--- src/rtl/aes_pkg.sv ---
// Shared AES-128 constants, FSM state type and GF(2^8) helpers for the
// key schedule and the round datapath.
package aes_pkg;

  localparam int AES_NK     = 4;
  localparam int AES_NR     = 10;
  localparam int AES_RK_CNT = 11;

  typedef enum logic [1:0] {IDLE, SUB, MIX} state_e;

  function automatic logic [7:0] xtime(input logic [7:0] x);
    return {x[6:0], 1'b0} ^ (x[7] ? 8'h1B : 8'h00);
  endfunction

endpackage

--- src/rtl/aes_sbox.sv ---
// Combinational AES forward S-box, shared with the round datapath.
module aes_sbox (
  input  logic [7:0] din,
  output logic [7:0] dout
);

  localparam logic [7:0] SBOX [256] = '{
    8'h63, 8'h7c, 8'h77, 8'h7b, 8'hf2, 8'h6b, 8'h6f, 8'hc5, 8'h30, 8'h01, 8'h67, 8'h2b, 8'hfe, 8'hd7, 8'hab, 8'h76,
    8'hca, 8'h82, 8'hc9, 8'h7d, 8'hfa, 8'h59, 8'h47, 8'hf0, 8'had, 8'hd4, 8'ha2, 8'haf, 8'h9c, 8'ha4, 8'h72, 8'hc0,
    8'hb7, 8'hfd, 8'h93, 8'h26, 8'h36, 8'h3f, 8'hf7, 8'hcc, 8'h34, 8'ha5, 8'he5, 8'hf1, 8'h71, 8'hd8, 8'h31, 8'h15,
    8'h04, 8'hc7, 8'h23, 8'hc3, 8'h18, 8'h96, 8'h05, 8'h9a, 8'h07, 8'h12, 8'h80, 8'he2, 8'heb, 8'h27, 8'hb2, 8'h75,
    8'h09, 8'h83, 8'h2c, 8'h1a, 8'h1b, 8'h6e, 8'h5a, 8'ha0, 8'h52, 8'h3b, 8'hd6, 8'hb3, 8'h29, 8'he3, 8'h2f, 8'h84,
    8'h53, 8'hd1, 8'h00, 8'hed, 8'h20, 8'hfc, 8'hb1, 8'h5b, 8'h6a, 8'hcb, 8'hbe, 8'h39, 8'h4a, 8'h4c, 8'h58, 8'hcf,
    8'hd0, 8'hef, 8'haa, 8'hfb, 8'h43, 8'h4d, 8'h33, 8'h85, 8'h45, 8'hf9, 8'h02, 8'h7f, 8'h50, 8'h3c, 8'h9f, 8'ha8,
    8'h51, 8'ha3, 8'h40, 8'h8f, 8'h92, 8'h9d, 8'h38, 8'hf5, 8'hbc, 8'hb6, 8'hda, 8'h21, 8'h10, 8'hff, 8'hf3, 8'hd2,
    8'hcd, 8'h0c, 8'h13, 8'hec, 8'h5f, 8'h97, 8'h44, 8'h17, 8'hc4, 8'ha7, 8'h7e, 8'h3d, 8'h64, 8'h5d, 8'h19, 8'h73,
    8'h60, 8'h81, 8'h4f, 8'hdc, 8'h22, 8'h2a, 8'h90, 8'h88, 8'h46, 8'hee, 8'hb8, 8'h14, 8'hde, 8'h5e, 8'h0b, 8'hdb,
    8'he0, 8'h32, 8'h3a, 8'h0a, 8'h49, 8'h06, 8'h24, 8'h5c, 8'hc2, 8'hd3, 8'hac, 8'h62, 8'h91, 8'h95, 8'he4, 8'h79,
    8'he7, 8'hc8, 8'h37, 8'h6d, 8'h8d, 8'hd5, 8'h4e, 8'ha9, 8'h6c, 8'h56, 8'hf4, 8'hea, 8'h65, 8'h7a, 8'hae, 8'h08,
    8'hba, 8'h78, 8'h25, 8'h2e, 8'h1c, 8'ha6, 8'hb4, 8'hc6, 8'he8, 8'hdd, 8'h74, 8'h1f, 8'h4b, 8'hbd, 8'h8b, 8'h8a,
    8'h70, 8'h3e, 8'hb5, 8'h66, 8'h48, 8'h03, 8'hf6, 8'h0e, 8'h61, 8'h35, 8'h57, 8'hb9, 8'h86, 8'hc1, 8'h1d, 8'h9e,
    8'he1, 8'hf8, 8'h98, 8'h11, 8'h69, 8'hd9, 8'h8e, 8'h94, 8'h9b, 8'h1e, 8'h87, 8'he9, 8'hce, 8'h55, 8'h28, 8'hdf,
    8'h8c, 8'ha1, 8'h89, 8'h0d, 8'hbf, 8'he6, 8'h42, 8'h68, 8'h41, 8'h99, 8'h2d, 8'h0f, 8'hb0, 8'h54, 8'hbb, 8'h16
  };

  assign dout = SBOX[din];

endmodule

--- src/rtl/aes_key_expand.sv ---
// Iterative AES-128 key schedule with one shared S-box and an 11-entry round-key file.
// Optional macro AES_KEY_REUSE_EN skips re-expansion when the same key is loaded again.
//
// state | meaning
// IDLE  | waiting for start; round-key file readable
// SUB   | one RotWord byte per cycle through the S-box into tmp
// MIX   | fold tmp into the previous round key, write rk[round]
module aes_key_expand
  import aes_pkg::*;
(
  input  logic         clock,
  input  logic         reset,
  input  logic         start,
  input  logic [127:0] key_in,
  input  logic [3:0]   rk_idx,
  output logic [127:0] rk_out,
  output logic         busy,
  output logic         done,
  output logic         valid
);

  state_e       state_q, state_d;
  logic [127:0] rk_q [AES_RK_CNT];
  logic [127:0] rk_d [AES_RK_CNT];
  logic [7:0]   tmp_q [4];
  logic [7:0]   tmp_d [4];
  logic [3:0]   round_q, round_d;
  logic [1:0]   byte_cnt_q, byte_cnt_d;
  logic [7:0]   rcon_q, rcon_d;
  logic         busy_q, busy_d;
  logic         done_q, done_d;
  logic         valid_q, valid_d;
`ifdef AES_KEY_REUSE_EN
  logic [127:0] last_key_q, last_key_d;
`endif

  logic [127:0] prev_rk;
  logic [31:0]  t, w0n, w1n, w2n, w3n;
  logic [7:0]   sbox_in, sbox_out;
  logic         skip;

  assign prev_rk = rk_q[round_q - 4'd1];

  // RotWord: byte_cnt k picks byte (k+1) mod 4 of the last word, byte 0 being the MSB
  always_comb begin
    case (byte_cnt_q)
      2'd0:    sbox_in = prev_rk[23:16];
      2'd1:    sbox_in = prev_rk[15:8];
      2'd2:    sbox_in = prev_rk[7:0];
      default: sbox_in = prev_rk[31:24];
    endcase
  end

  aes_sbox u_sbox (
    .din  (sbox_in),
    .dout (sbox_out)
  );

  assign t   = {tmp_q[0], tmp_q[1], tmp_q[2], tmp_q[3]} ^ {rcon_q, 24'h0};
  assign w0n = prev_rk[127:96] ^ t;
  assign w1n = prev_rk[95:64]  ^ w0n;
  assign w2n = prev_rk[63:32]  ^ w1n;
  assign w3n = prev_rk[31:0]   ^ w2n;

  always_comb begin
    state_d    = state_q;
    rk_d       = rk_q;
    tmp_d      = tmp_q;
    round_d    = round_q;
    byte_cnt_d = byte_cnt_q;
    rcon_d     = rcon_q;
    busy_d     = busy_q;
    valid_d    = valid_q;
    done_d     = 1'b0;
    skip       = 1'b0;
`ifdef AES_KEY_REUSE_EN
    last_key_d = last_key_q;
`endif
    case (state_q)
      IDLE: begin
        if (start) begin
`ifdef AES_KEY_REUSE_EN
          skip       = valid_q && (key_in == last_key_q);
          last_key_d = key_in;
`endif
          if (skip) begin
            done_d = 1'b1;
          end else begin
            rk_d[0]    = key_in;
            round_d    = 4'd1;
            byte_cnt_d = 2'd0;
            rcon_d     = 8'h01;
            busy_d     = 1'b1;
            valid_d    = 1'b0;
            state_d    = SUB;
          end
        end
      end
      SUB: begin
        tmp_d[byte_cnt_q] = sbox_out;
        byte_cnt_d        = byte_cnt_q + 2'd1;
        if (byte_cnt_q == 2'd3) state_d = MIX;
      end
      MIX: begin
        rk_d[round_q] = {w0n, w1n, w2n, w3n};
        rcon_d        = xtime(rcon_q);
        if (round_q == 4'(AES_NR)) begin
          busy_d  = 1'b0;
          valid_d = 1'b1;
          done_d  = 1'b1;
          state_d = IDLE;
        end else begin
          round_d    = round_q + 4'd1;
          byte_cnt_d = 2'd0;
          state_d    = SUB;
        end
      end
      default: state_d = IDLE;
    endcase
  end

  always_ff @(posedge clock or posedge reset) begin
    if (reset) begin
      state_q    <= IDLE;
      for (int i = 0; i < AES_RK_CNT; i++) rk_q[i] <= '0;
      for (int j = 0; j < 4; j++) tmp_q[j] <= '0;
      round_q    <= '0;
      byte_cnt_q <= '0;
      rcon_q     <= '0;
      busy_q     <= 1'b0;
      done_q     <= 1'b0;
      valid_q    <= 1'b0;
`ifdef AES_KEY_REUSE_EN
      last_key_q <= '0;
`endif
    end else begin
      state_q    <= state_d;
      rk_q       <= rk_d;
      tmp_q      <= tmp_d;
      round_q    <= round_d;
      byte_cnt_q <= byte_cnt_d;
      rcon_q     <= rcon_d;
      busy_q     <= busy_d;
      done_q     <= done_d;
      valid_q    <= valid_d;
`ifdef AES_KEY_REUSE_EN
      last_key_q <= last_key_d;
`endif
    end
  end

  assign rk_out = (rk_idx <= 4'd10) ? rk_q[rk_idx] : '0;
  assign busy   = busy_q;
  assign done   = done_q;
  assign valid  = valid_q;

endmodule

--- config.mk ---
export PLATFORM = sky130hd
export DESIGN_NAME = aes_key_expand
export DESIGN_NICKNAME = d
export VERILOG_FILES = /design/src/rtl/aes_pkg.sv /design/src/rtl/aes_sbox.sv /design/src/rtl/aes_key_expand.sv
export SDC_FILE = /design/constraint.sdc
export NUM_CORES = 2
export LEC_CHECK = 0
export BUFFER_PORTS_ARGS = -buffer_cell sky130_fd_sc_hd__buf_2
export CAP_MARGIN = 0
export CELL_PAD_IN_SITES_DETAIL_PLACEMENT = 2
export CELL_PAD_IN_SITES_GLOBAL_PLACEMENT = 2
export CORE_UTILIZATION = 46
export DETAILED_ROUTE_END_ITERATION = 8
export PLACE_DENSITY_LB_ADDON = 0.08
export SLEW_MARGIN = 25
export SYNTH_ARGS = -nofsm -noshare
export SYNTH_HDL_FRONTEND = slang
export SYNTH_SLANG_ARGS = --single-unit
--- constraint.sdc ---
create_clock -name clock -period 81.5 [get_ports clock]
set_clock_uncertainty 0.05 [all_clocks]
set_input_delay 12.225 -clock clock [delete_from_list [all_inputs] [get_ports clock]]
set_output_delay 12.225 -clock clock [all_outputs]
set_load 0.02 [all_outputs]
Yosys cells after proc, flatten, opt, wreduce, memory -nomap -nowiden
Memories as Yosys holds them, arrays and structs flattened.
Index checks and enable logic that the tools add are counted.
{"block": "classes", "addsub": 3, "n_lt_le_gt_ge": 8, "eq_ne": 10, "n_mux": 39, "bitwise_logic": 11, "reduce_logical": 11}
{"op": "1408-bit bitwise mux", "n": 1}
{"op": "128-bit binary-select mux with 4-bit select", "n": 2}
{"op": "128-bit two-way mux", "n": 7}
{"op": "128-bit demux with 4-bit select", "n": 1}
{"op": "128-bit case mux with 2 select lines", "n": 1}
{"op": "32-bit XOR", "n": 5}
{"op": "32-bit bitwise mux", "n": 1}
{"op": "8-bit two-way mux", "n": 4}
{"op": "8-bit case mux with 3 select lines", "n": 1}
{"op": "8-bit demux with 2-bit select", "n": 1}
{"op": "8-bit case mux with 2 select lines", "n": 1}
{"op": "5-bit greater-or-equal comparator, second input constant", "n": 3}
{"op": "4-bit inverter with 5-bit output", "n": 3}
{"op": "2-bit case mux with 3 select lines", "n": 2}
{"op": "9-bit greater-or-equal comparator, second input constant", "n": 1}
{"op": "8-bit inverter with 9-bit output", "n": 1}
{"op": "3-bit AND reduction", "n": 3}
{"op": "2-bit two-way mux", "n": 4}
{"op": "4-bit two-way mux", "n": 2}
{"op": "2-bit != test, second input constant", "n": 4}
{"op": "4-bit case mux with 2 select lines", "n": 1}
{"op": "8-bit by 5-bit XOR with 8-bit output", "n": 1}
{"op": "1-bit two-way mux", "n": 7}
{"op": "2-bit == test, second input constant", "n": 3}
{"op": "other kinds (17)", "n": 22}
{"block": "totals", "ff_bits": 1459, "mem_bits_ro": 2048, "inputBits": 135, "output_inout_bits": 131, "wordCells": 105, "memories": 1}
{"memory": "(name not given)", "depth": 256, "width": 8, "rd": 1, "rd_ports_with_merged_regs": 0, "write_ports": 0, "line": "aes_sbox.sv:26", "rtl": "assign dout = SBOX[din];"}

Logic depth before layout (Yosys ltp)
{"block": "logic_depth", "word_depth": 11, "mapped_depth": 29}

Cells and area by module
A second synthesis with hierarchy kept.
{"block": "unflattened", "cells_unflattened": 7981, "hier_area_um2": 81518.2}
{"module": "aes_key_expand", "instances": 1, "cells_per_inst": 7449, "area_per_inst_um2": 78301.3, "seq_area_each_um2": 36510.0}
{"module": "aes_sbox", "instances": 1, "cells_per_inst": 532, "area_per_inst_um2": 3216.8, "seq_area_each_um2": 0.0}

Least setup slack after synthesis
No wires, ideal clock.
{"block": "synth_timing", "kind": "input to output", "from": "input port rk_idx[0]", "to": "output port rk_out[102]", "arrival_ns": 14.198, "path_slack_ns": 55.027, "path_stages": 7, "path_buffers": 4, "path_cell_list": "clkbuf_1 -> buf_1 -> nor2b_1 -> clkbuf_1 -> clkbuf_1 -> a21oi_1 -> o22ai_1"}
{"block": "synth_via", "elab_chain_cells": 5, "elab_cells_between_ends": 6, "cone_classes": "order compare: 1; mux: 4; bitwise: 1"}
{"element": "start, declared", "line": "aes_key_expand.sv:15", "rtl": "input logic [3:0] rk_idx,"}
{"element": "4-bit inverter with 5-bit output (implied by the code)", "line": "aes_key_expand.sv:152", "rtl": "assign rk_out = (rk_idx <= 4'd10) ? rk_q[rk_idx] : '0;"}
{"element": "128-bit binary-select mux with 4-bit select", "line": "aes_key_expand.sv:152"}
{"element": "128-bit two-way mux (implied by the code) (2 in a row)", "line": "aes_key_expand.sv:152"}
{"element": "128-bit two-way mux *", "line": "aes_key_expand.sv:152"}
{"element": "end, declared", "line": "aes_key_expand.sv:16", "rtl": "output logic [127:0] rk_out,"}
Mark *: on every way between the ends. The rest lies on a longest branch, timed or not. The select of a mux whose other input is x is not followed.

Final worst setup path
{"block": "layout_timing", "from": "input port rk_idx[1]", "to": "output port rk_out[31]"}
Same word-level chain as after synthesis.

==> impl_results.md <==
* Worst slew pin tran at 1170 ps
* Critical path peak fanout at 54
* DRT Pass-1 Iters at 5
* Drt wl/cell at 35.9 um
* # resized after CTS at 0
* Share of layout cells above drive strength 1 at 29.8%
* Period utilization at 35.1%
* Minimum clock period after layout at 28630 ps
* Row count at 154
* Met1 usage at 50.1%
* Grt met3 use at 6.23%
* Die Wd at 425 um
* Global-route wire length before repair at 519000 um
* Synth top area share at 44.3%
* DRC at 0
* Total track usage at 38.9%
* MaxCap Viol Count at 0
* Vias in the first global route at 74200
* Worst rel slew slack at 21.5%
* Via density at 6.85
* Syn_area_per_cell at 11.1 um2
* 1st-iter DRT viols at 5985
* Status: completed
* Worst EP required at 69220 ps
* Final hold violations at 0
* FF-to-FF setup slack at 73160 ps
* Root buf cell: clkbuf_16
* Antenna violations before repair at 8
* Top cells by area, synth: dfrtp_1, mux4_2, mux2_2, nand2_1, mux2i_1
* Fmax at 34.9 MHz
* Port-buffer cells at 265
* Clock sink total at 1459
* Die height at 425 um
* Cell count after synthesis at 7401
* DR vias at 67100
* CORE AREA at 0.177 mm2
* Largest area contributor in the netlist: dfrtp_1
* Total CTS buffers at 173
* Total negative setup slack at 0 ps
* Clock Path Buffers at 3
* Min-Delay Path Class: flip-flop to flip-flop
* Largest net degree at the start of global routing at 150
* Clk slew on worst S/H paths at 50 ps
* Post-synth EDFFs at 0
* Global route hottest layer: met2
* Post CTS Setup Buffer Count at 0
* Unique masters post-synth at 92
* Crit Path Class: input pin to output port
* Sequential share of the synthesized area at 44.3%
* Ys async rst share at 100%
* RSZ-0062 raised after global routing: false
* Hold buffers post-CTS at 0
* Syn. warnings at 0
* Arr. time, crit path at 16360 ps
* Yosys reg bits at 1459
* Total grt overflow at 0
* Routed WL at 352000 um
* Startpoint types: input pin
* Final setup violation count at 0
* Synthesized area at 0.0824 mm2
* H-tree depth at 4
* Max-slew violation total from the final report at 0
* Top_reg_cell synth: dfrtp_1
* Worst Setup End Kind: output port
* Die Area at 0.181 mm2
* Syn_nets at 7557
* Final layout net count at 7471
* Final ANT Viol Nets at 0
* Layout area overhead at 11.0%
* Fillers at 17100
* TritonCTS clock tree: done
* Clk_lat worst skew at 840 ps
* I/O pin total at 266
* Met2 Use GR at 62.9%
* Initial Utilization at 46.5%
* HPWL Detailed at 206000 um
* RD Place Congestion at 0.962
[path summary, 6_finish.rpt]
check,startpoint,to,cells after the start
max reg2reg,round_q[1],tmp_q[27],18
min in group asynchronous,reset,rk_q[554],2
min reg2reg,busy,busy,2
max in group asynchronous,reset,rk_q[1400],7
min,busy,busy,2
max,rk_idx[1],rk_out[31],8
[Yosys cell counts (65+ instances only)]
library cell	instances
dfrtp_1	1459
nand2_1	1111
mux2_2	886
o21ai_0	592
clkbuf_1	498
mux4_2	495
a21oi_1	455
mux2i_1	416
nor2_1	361
o22ai_1	147
buf_2	126
xnor2_1	114
a31oi_1	105
nand3_1	67
buf_1	65
[critical path: stages]
cell and delay (ps):
buf_8 410, buf_4 660, buf_4 860, buf_4 780
mux4_2 350, mux2i_1 90, o22ai_1 500, buf_2 270
[metal layers]
metal | part of all wire, % | wire length (um)
met5 | 0.0077 | 27
met4 | 5.9 | 20800
met3 | 6.1 | 21400
met2 | 48 | 167000
met1 | 40 | 142000
[sequential cells by signal, indices dropped and copies added (netlist names)]
signal	count
valid	1
tmp_q	32
round_q	4
done	1
busy	1
state_q	2
byte_cnt_q	2
rcon_q	8
rk_q	1408
[logic make-up (layout without fill, tap and decap cells)]
| kind of cell | Yosys count | count (layout) | share of synthesized area [%] |
|---|---|---|---|
| buf+inv | 784 | 838 | 4.20 |
| xor+xnor | 144 | 144 | 1.56 |
| mux | 1800 | 1800 | 30.7 |
| simple gates | 1624 | 1624 | 7.80 |
| other cells | 0 | 2 | 0 |
| compound gates | 1569 | 1569 | 11.1 |
| flops | 1459 | 1459 | 44.3 |
| fa+ha+maj | 21 | 21 | 0.319 |
[area by class of cell]
type | count | area (um2) | share of cell area, %
Multi-Input combinational cell | 5158 | 42700 | 46.7
Timing Repair Buffer | 502 | 3350 | 3.66
Inverter | 21 | 96.3 | 0.105
Clock inverter | 47 | 618 | 0.676
Antenna cell | 2 | 5.00 | 0.00547
Tap cell | 2340 | 2930 | 3.20
Sequential cell | 1459 | 36500 | 39.9
Clock buffer | 268 | 5200 | 5.69
[cell usage in the layout, fill, tap and decap left out, types with 10 or more instances in the layout]
master / count
clkbuf_1: 48
xor2_1: 27
a21oi_1: 455
o21ai_1: 17
nor2_1: 360
a311oi_1: 18
a31oi_1: 105
o31ai_1: 15
clkinv_2: 24
o221ai_1: 10
nand4_1: 14
and2_1: 11
buf_12: 11
xnor2_2: 10
nand3_1: 65
bufinv_16: 11
a211oi_1: 14
a21o_1: 10
nand2_1: 1100
buf_2: 261
a22oi_1: 29
mux2i_1: 416
mux4_2: 495
o2bb2ai_1: 10
nand2_4: 10
dfrtp_1: 1458
clkbuf_16: 177
buf_4: 216
o211ai_1: 12
mux2_2: 886
o21ai_0: 592
ha_1: 20
a22o_1: 10
a221oi_1: 12
nor3_1: 21
o22ai_1: 147
inv_1: 13
clkbuf_8: 43
xnor2_1: 103
[through the flow]
| step | utilization, % | cell area [um2] | hold slack, ps | instances | worst slack, ps |
|---|---|---|---|---|---|
| 5_1_grt | 51.6 | 91500 | 457 | 9795 | 52840 |
| 2_1_floorplan | - | 82400 | 411 | 7401 | 28080 |
| 4_1_cts | 51.6 | 91400 | 434 | 9793 | 52900 |
| 6_report | 51.6 | 91500 | 427 | 9797 | 52870 |
| 3_3_place_gp | 48.3 | 85500 | 406 | 9476 | 52930 |
| 3_5_place_dp | 48.3 | 85500 | 418 | 9478 | 52900 |
Power is left out: the tool's default activity adds up to more than one toggle a clock period on the data nets, which glitch-free logic cannot reach.
